## src/rtl/dual_decode_dispatch.sv

```systemverilog
// dual_decode_dispatch
// Two-wide RV32 decode and dispatch stage. Each cycle it looks at the two
// oldest words of the instruction queue, decodes them into packed micro-ops,
// and consumes up to two of them in program order. Canonical nops are
// swallowed without taking a lane or a ROB credit. Consumed micro-ops are
// registered and presented one cycle later, compacted into lane 0 first.
//
// Ports
//   clk            rising-edge clock
//   reset          synchronous, active-high reset
//   instr1/instr2  oldest / next-oldest instruction words
//   shift_count    instructions consumed this cycle (0..2), combinational
//   out_valid      per-lane valid of the registered micro-ops (bit1 => bit0)
//   out_uop0/1     {class[2:0], rd, rs1, rs2, funct3[2:0], imm[31:0]}
//   out_ready      downstream accepts both lanes this cycle
//   credit_return  ROB entries retired this cycle (0..2)
//   stat_issued    non-nop instructions issued (DISPATCH_STATS_EN only)
//   stat_stall     cycles with a real instr1 but nothing consumed
//
// Build option
//   DISPATCH_STATS_EN  when defined, the two statistics counters exist;
//                      otherwise both stat outputs are tied to zero.

module dual_decode_dispatch #(
    parameter int ROB_DEPTH = 16
) (
    input  logic        clk,
    input  logic        reset,
    input  logic [31:0] instr1,
    input  logic [31:0] instr2,
    output logic [1:0]  shift_count,
    output logic [1:0]  out_valid,
    output logic [52:0] out_uop0,
    output logic [52:0] out_uop1,
    input  logic        out_ready,
    input  logic [1:0]  credit_return,
    output logic [31:0] stat_issued,
    output logic [31:0] stat_stall
);

    localparam int          CW  = $clog2(ROB_DEPTH + 1);
    localparam logic [31:0] NOP = 32'h0000_0013;

    // Decode one instruction word into the packed micro-op format.
    function automatic logic [52:0] decode(input logic [31:0] ins);
        logic [2:0]  cls;
        logic [4:0]  rd;
        logic [4:0]  rs1;
        logic [4:0]  rs2;
        logic [2:0]  f3;
        logic [31:0] imm;
        cls = 3'd7;
        rd  = 5'd0;
        rs1 = 5'd0;
        rs2 = 5'd0;
        f3  = 3'd0;
        imm = 32'd0;
        case (ins[6:0])
            7'b0110011: begin
                cls = (ins[31:25] == 7'b0000001) ? 3'd5 : 3'd0;
                rd  = ins[11:7];
                rs1 = ins[19:15];
                rs2 = ins[24:20];
                f3  = ins[14:12];
            end
            7'b0010011, 7'b0000011: begin
                cls = (ins[6:0] == 7'b0010011) ? 3'd1 : 3'd2;
                rd  = ins[11:7];
                rs1 = ins[19:15];
                f3  = ins[14:12];
                imm = {{20{ins[31]}}, ins[31:20]};
            end
            7'b0100011: begin
                cls = 3'd3;
                rs1 = ins[19:15];
                rs2 = ins[24:20];
                f3  = ins[14:12];
                imm = {{20{ins[31]}}, ins[31:25], ins[11:7]};
            end
            7'b1100011: begin
                cls = 3'd4;
                rs1 = ins[19:15];
                rs2 = ins[24:20];
                f3  = ins[14:12];
                imm = {{19{ins[31]}}, ins[31], ins[7], ins[30:25], ins[11:8], 1'b0};
            end
            7'b0110111, 7'b0010111: begin
                cls = 3'd6;
                rd  = ins[11:7];
                imm = {ins[31:12], 12'd0};
            end
            7'b1101111: begin
                cls = 3'd6;
                rd  = ins[11:7];
                imm = {{11{ins[31]}}, ins[31], ins[19:12], ins[20], ins[30:21], 1'b0};
            end
            7'b1100111: begin
                cls = 3'd6;
                rd  = ins[11:7];
                rs1 = ins[19:15];
                f3  = ins[14:12];
                imm = {{20{ins[31]}}, ins[31:20]};
            end
            default: cls = 3'd7;
        endcase
        return {cls, rd, rs1, rs2, f3, imm};
    endfunction

    logic [CW-1:0]   credits;
    logic [CW-1:0]   credits_next;
    logic [CW+1:0]   credit_sum;
    logic [52:0]     dec1;
    logic [52:0]     dec2;
    logic [52:0]     lane0;
    logic            i1_real;
    logic            i2_real;
    logic            can_load;
    logic            take1;
    logic            take2;
    logic [1:0]      issued;
    logic [1:0]      new_valid;

    assign dec1     = decode(instr1);
    assign dec2     = decode(instr2);
    assign i1_real  = (instr1 != NOP);
    assign i2_real  = (instr2 != NOP);
    assign can_load = (out_valid == 2'b00) || out_ready;

    // Acceptance: instr2 only follows a consumed instr1. Real instructions
    // need a credit from the registered count (a same-cycle return does not
    // help) and a loadable output register; only one MULDIV per cycle.
    always_comb begin
        take1 = 1'b0;
        take2 = 1'b0;
        if (!reset) begin
            take1 = !i1_real || ((credits != '0) && can_load);
            if (take1) begin
                if (!i2_real) begin
                    take2 = 1'b1;
                end else if (can_load && (credits > CW'(i1_real)) &&
                             !(i1_real && (dec1[52:50] == 3'd5) && (dec2[52:50] == 3'd5))) begin
                    take2 = 1'b1;
                end
            end
        end
    end

    assign shift_count = 2'(take1) + 2'(take2);
    assign issued      = 2'(take1 && i1_real) + 2'(take2 && i2_real);
    assign new_valid   = (issued == 2'd2) ? 2'b11 : ((issued == 2'd1) ? 2'b01 : 2'b00);

    // With nop+real the real word is compacted into lane 0.
    assign lane0 = (take1 && i1_real) ? dec1 : dec2;

    // Credits saturate at ROB_DEPTH; issue and return apply together.
    assign credit_sum   = (CW+2)'(credits) - (CW+2)'(issued) + (CW+2)'(credit_return);
    assign credits_next = (credit_sum > (CW+2)'(ROB_DEPTH)) ? CW'(ROB_DEPTH) : credit_sum[CW-1:0];

    // Output register and credit state; the register only changes when it
    // is free or being drained, so a stalled pair stays put.
    always_ff @(posedge clk) begin
        if (reset) begin
            credits   <= CW'(ROB_DEPTH);
            out_valid <= 2'b00;
            out_uop0  <= '0;
            out_uop1  <= '0;
        end else begin
            credits <= credits_next;
            if (can_load) begin
                out_valid <= new_valid;
                out_uop0  <= new_valid[0] ? lane0 : '0;
                out_uop1  <= new_valid[1] ? dec2 : '0;
            end
        end
    end

`ifdef DISPATCH_STATS_EN
    logic [31:0] issued_cnt;
    logic [31:0] stall_cnt;

    // Free-running performance counters, wrapping at 2^32.
    always_ff @(posedge clk) begin
        if (reset) begin
            issued_cnt <= '0;
            stall_cnt  <= '0;
        end else begin
            issued_cnt <= issued_cnt + 32'(issued);
            stall_cnt  <= stall_cnt + 32'(i1_real && (shift_count == 2'd0));
        end
    end

    assign stat_issued = issued_cnt;
    assign stat_stall  = stall_cnt;
`else
    assign stat_issued = '0;
    assign stat_stall  = '0;
`endif

endmodule

```

## config.mk

```make
export PLATFORM = sky130hd
export DESIGN_NAME = dual_decode_dispatch
export DESIGN_NICKNAME = d
export VERILOG_FILES = /design/src/rtl/dual_decode_dispatch.sv
export SDC_FILE = /design/constraint.sdc
export NUM_CORES = 1
export LEC_CHECK = 0
export CORE_UTILIZATION = 45
export CTS_CLUSTER_SIZE = 24
export DETAILED_ROUTE_END_ITERATION = 8
export DONT_BUFFER_PORTS = 1
export GPL_TIMING_DRIVEN = 0
export PLACE_DENSITY = 0.6
export SKIP_LAST_GASP = 1
export SYNTH_ARGS = -nofsm -noshare
export SYNTH_HDL_FRONTEND = slang
export SYNTH_SLANG_ARGS = --single-unit
export TNS_END_PERCENT = 20
```

## constraint.sdc

```tcl
create_clock -name clk -period 11.4 [get_ports clk]
set_clock_uncertainty 0.1 [all_clocks]
set_input_delay 2.28 -clock clk [delete_from_list [all_inputs] [get_ports clk]]
set_output_delay 2.28 -clock clk [all_outputs]
set_load 0.02 [all_outputs]
```

======== Word-level counts from Yosys, hierarchy flattened ========
Cells that the tools add are included.
word-level totals
  register bits ........................... 113
  latch bits .............................. 0
  RAM bits ................................ 0
  ROM bits ................................ 0
  logic and storage cells ................. 90
  memories kept ........................... 0
cells by class
  add/sub/neg operators ................... 4
  $mul .................................... 0
  div/mod/pow operators ................... 0
  order comparisons ....................... 2
  equality and inequality tests ........... 26
  shift-type cells ........................ 0
  mux-type cells .......................... 26
  bitwise logic cells ..................... 0
  reduce and logical (&&, ||, !) cells .... 28
operator list
  operator                                                              count
  32-bit one-hot mux with 5 select lines                                2
  53-bit two-way mux                                                    3
  32-bit by 5-bit != test with 1-bit output, second input constant      2
  7-bit by 6-bit == test with 1-bit output, second input constant       6
  7-bit == test, second input constant                                  6
  5-bit two-way mux                                                     6
  3-bit one-hot mux with 5 select lines                                 2
  7-bit by 5-bit == test with 1-bit output, second input constant       4
  7-bit by 1-bit == test with 1-bit output, second input constant       2
  7-bit by 2-bit == test with 1-bit output, second input constant       2
  7-bit OR reduction                                                    2
  3-bit two-way mux                                                     4
  3-bit OR reduction                                                    4
  6-bit OR reduction                                                    2
  2-bit OR reduction                                                    5
  4-bit OR reduction                                                    2
  6-bit by 3-bit adder with 7-bit output                                1
  7-bit by 5-bit > comparator with 1-bit output, second input constant  1
  1-bit logical AND                                                     7
  3-bit == test, second input constant                                  2
  1-bit two-way mux                                                     6
  2-bit two-way mux                                                     3
  5-bit by 2-bit subtractor with 6-bit output                           1
  5-bit by 1-bit > comparator with 1-bit output                         1
  7 further kinds                                                       10

======== Logic depth before layout (Yosys ltp) ========
Gate-level depths: netlist of the first run.
  depth in word-level cells ............... 18
  mapped depth ............................ 19

======== Worst setup path before layout of the first run ========
No wires, ideal clock.
  path kind ............................... in2out
  start ................................... in instr1[5]
  end ..................................... out shift_count[0]
  data arrival time ....................... 4164 ps
  slack ................................... 4856 ps
  cell stages on the path ................. 10
  cells stage by stage .................... clkbuf_1 -> nor4_1 -> nand3_1 -> or3_1 -> ha_1 -> nor2_1 -> o21ai_0 -> a41o_1 -> a21oi_1 -> ha_1
between the ends
  cells in the longest elaborated chain, start to end .. 13
  elaborated cells between the ends (all ways) .. 29
  classes of those cells .................. add/sub (1); order compare (1); eq/ne (11); mux (7); reduce/logical (9)
RTL lines
  element                                               line  text
  start, declared                                       29    input logic [31:0] instr1,
  7-bit == test (tied with other cells)                 58    case (ins[6:0])
  4-bit OR reduction (no line) (tied with other cells)  --
  3-bit one-hot mux with 5 select lines                 58
  3-bit == test                                         141   !(i1_real && (dec1[52:50] == 3'd5) && (dec2[52:50] == 3'd5))) begin
  1-bit logical AND (2 in series)                       141
  1-bit logical NOT                                     141
  1-bit logical AND                                     140   end else if (can_load && (credits > CW'(i1_real)) &&
  1-bit two-way mux                                     140
  1-bit two-way mux                                     138   if (!i2_real) begin
  1-bit two-way mux                                     137   if (take1) begin
  1-bit two-way mux                                     135   if (!reset) begin
  1-bit by 1-bit adder with 2-bit output *              148   assign shift_count = 2'(take1) + 2'(take2);
  end, declared                                         31    output logic [1:0] shift_count,
Every way passes the cells marked *; elsewhere a longest branch is shown, timed or not.

======== Final worst setup path of the first run ========
  start ................................... in instr1[26]
  end ..................................... out shift_count[0]
between the ends
  cells in the longest elaborated chain, start to end .. 13
  elaborated cells between the ends (all ways) .. 19
  classes of those cells .................. add/sub (1); order compare (1); eq/ne (3); mux (7); reduce/logical (7)
RTL lines
  element                                   line  text
  7-bit by 1-bit == test with 1-bit output  60    cls = (ins[31:25] == 7'b0000001) ? 3'd5 : 3'd0;
  3-bit two-way mux                         60
  3-bit one-hot mux with 5 select lines     58
  3-bit == test                             141
  1-bit logical AND (2 in series)           141
  1-bit logical NOT                         141
  1-bit logical AND                         140
  1-bit two-way mux                         140
  1-bit two-way mux                         138
  1-bit two-way mux                         137
  1-bit two-way mux                         135
  1-bit by 1-bit adder with 2-bit output *  148
Marked as above.

==> out/qor.yml, run 1 <==
status: "finished clean"
crit_type: "primary input to output pin"
maxCapViolations: 0
grt_pass1_wl_mm: 35.1
final_util_pct: 53.8
pre_cts_slack_ns: 4.46
hp-class: "flip-flop to flip-flop"
post_cts_buffers: 0
vias: 6733
grt.met1_usage_pct: 37.3
async_flop_share_pct: 0
dp_hpwl_mm: 19.1
seq_area_frac_synth_pct: 34.8
syn2layout_area_growth_pct: 15.8
ctsHoldBuffers: 0
worstSkewPairLatency_ns: 0.42
grt_pass1_vias: 6127
antenna_found_initial: 0
htreeDepth: 4
min_period_over_period_pct: 61.4
period_minus_slack_ns: 7.00
cts_sinks: 113
setup_ws_ns: 4.40
grtUsageTotal_pct: 31.9
drt_iter0_drc: 722
initial_core_util_pct: 46.5
power_density_mw_per_mm2: 175
drive_gt1_share_pct: 13.0
yosysTopAreaCellShare_pct: 34.8
cts_buffer_depth: 2
cts_resized: 0
synthesis.area_mm2: 0.00650
post-synth-top-count-cell: "dfxtp_1"
ys_ff_latch: 113
fill_cells: 1362
wl_per_cell_um: 22.3
grt_max_degree: 17
clkTransAtPathRegs_ns: 0.05
p_total_mw: 1.32
synth_cells: 814
fmax_mhz: 143
cp_max_fo: 3
multi_input_area_mm2: 0.00370
dp.cells: 1057
cp-end-kind: "output pin"
grt.busiest_layer: "met2"
drt-pass1-iter-count: 8
crit_required_ns: 9.02
fp.dieW_um: 122
grt.met2_usage_pct: 50.9
synth_edf_count: 0
seq_area_mm2: 0.00226
fp.dieH_um: 122
tightest_slew_ns: 1.25
setup-violations-final: 0
finalSetupTns_ns: 0
gr-usage-met3_pct: 13.1
synth_cell_types: 65
io_pins: 243
finalWeightedCongestion: 0.945
yosysTopAreaCell: "dfxtp_1"
viasPerCell: 6.19
final_hold_viol_count: 0
die_area_mm2: 0.0149
grt_overflow: 0
fin_nets: 975
wirelength_mm: 24.3
core.rowCount: 43
synth.area.top_cells: "dfxtp_1, buf_4, a22oi_1"
ys.flop_type: "dfxtp_1"
cts_buffers: 17
cts_tree: "built"
p_leak_nw: 2.76
syn_area_per_cell_um2: 7.99
drcViolationCount: 0
drv_slew: 0
coreArea_mm2: 0.0140
slew_headroom_pct: 16.5
cp-start-kind: "primary input"
rsz0062_at_grt: "false"
portBuffers: 0
synth_common_cells: "dfxtp_1, nand2_1, nor2_1"
ir_worst_vdd_uv: 118
postRouteAntennaNets: 0
cp_data_arrival_time_ns: 4.62
final_cells: 1088
cts_root_buf: "clkbuf_16"
diodes: 0
yosys_warnings: 0
-- critical path, stage by stage --
cell and delay [ns]:
nor4_2 0.47, nand2_1 0.18, or3_1 0.43, ha_1 0.29, nor2_1 0.09, o21ai_0 0.09, a41o_1 0.25, a21oi_1 0.21
ha_1 0.34
-- cells by family (layout without fill, tap and decap cells) --
| kind of cell | after synthesis | in the layout | share of synthesized area, % |
|---|---|---|---|
| other | 1 | 64 | 0.0577 |
| AND/OR/NAND/NOR | 320 | 320 | 24.6 |
| buffers and inverters | 136 | 167 | 12.0 |
| flip-flops | 113 | 113 | 34.8 |
| multiplexers | 1 | 1 | 0.154 |
| AO/OA/AOI/OAI | 229 | 229 | 25.7 |
| XOR/XNOR | 4 | 4 | 0.539 |
| adder cells (fa/ha/maj) | 10 | 10 | 2.16 |
-- flip-flops by register name (all words and copies together) (netlist names) --
register,cells
credits,5
out_uop0,53
out_uop1,53
out_valid,2
-- worst paths after layout --
check                from        endpoint  slack [ns]  cells past startpoint
max            instr1[26]  shift_count[0]        4.40                      9
min reg2reg  out_uop0[23]    out_uop0[23]        0.46                      2
min          out_uop0[23]    out_uop0[23]        0.46                      2
max reg2reg    credits[1]      credits[0]        6.77                     16
-- metrics by stage --
step / cell area (µm²) / hold slack [ns]
global route: 7530 / 0.496
floorplan: 6740 / 0.433
detailed placement: 6960 / 0.459
global placement: 6960 / 0.456
finish: 7530 / 0.462
CTS: 7530 / 0.466
-- report_power, final --
part           switching, mW  internal, mW
sequential            0.0425         0.419
clock                  0.202         0.311
combinational          0.218         0.124
-- cells in the final DEF (no fill, tap or decap), drive strengths merged, types with 28 or more instances in the layout --
cell type	synthesis	final
clkbuf	44	64
conb	1	64
a21oi	34	34
nor2	76	76
o21ai	28	28
dfxtp	113	113
a22oi	51	51
buf	80	80
nand4	37	37
nand2	94	94
-- layout make-up --
type,instances,share of cell area (%)
Sequential cell,113,30.0
Clock buffer,20,6.07
Tap cell,180,2.99
Multi-Input combinational cell,628,49.1
Clock inverter,11,1.45
Buffer,124,9.75
Inverter,12,0.598
-- per-layer routing --
layer	routed length, µm	part of all wire, %
met5	0	0
met4	905	3.7
met3	3110	13
met2	11100	46
met1	9140	38
No activity file was read; power rests on OpenSTA's default activity.
==> inputs of run 2 (changes only) <==
- clock period: 11.4 -> 7 ns (I/O delays scaled with it)
==> results of run 2 <==
Same layout as run 1 (identical final DEF). Status: finished clean.
Main changes from that run: setup slack after placement 4.46 ns -> 1.19 ns; clock-pin slew on the worst setup and hold paths 0.05 ns -> 0.06 ns; setup slack after layout 4.40 ns -> 1.53 ns; end point of the critical path shift_count[0] -> out_uop0[6]; register-to-register setup slack 6.77 ns -> 2.37 ns; total power 1.32 mW -> 2.14 mW; worst IR drop on VDD 118 µV -> 193 µV
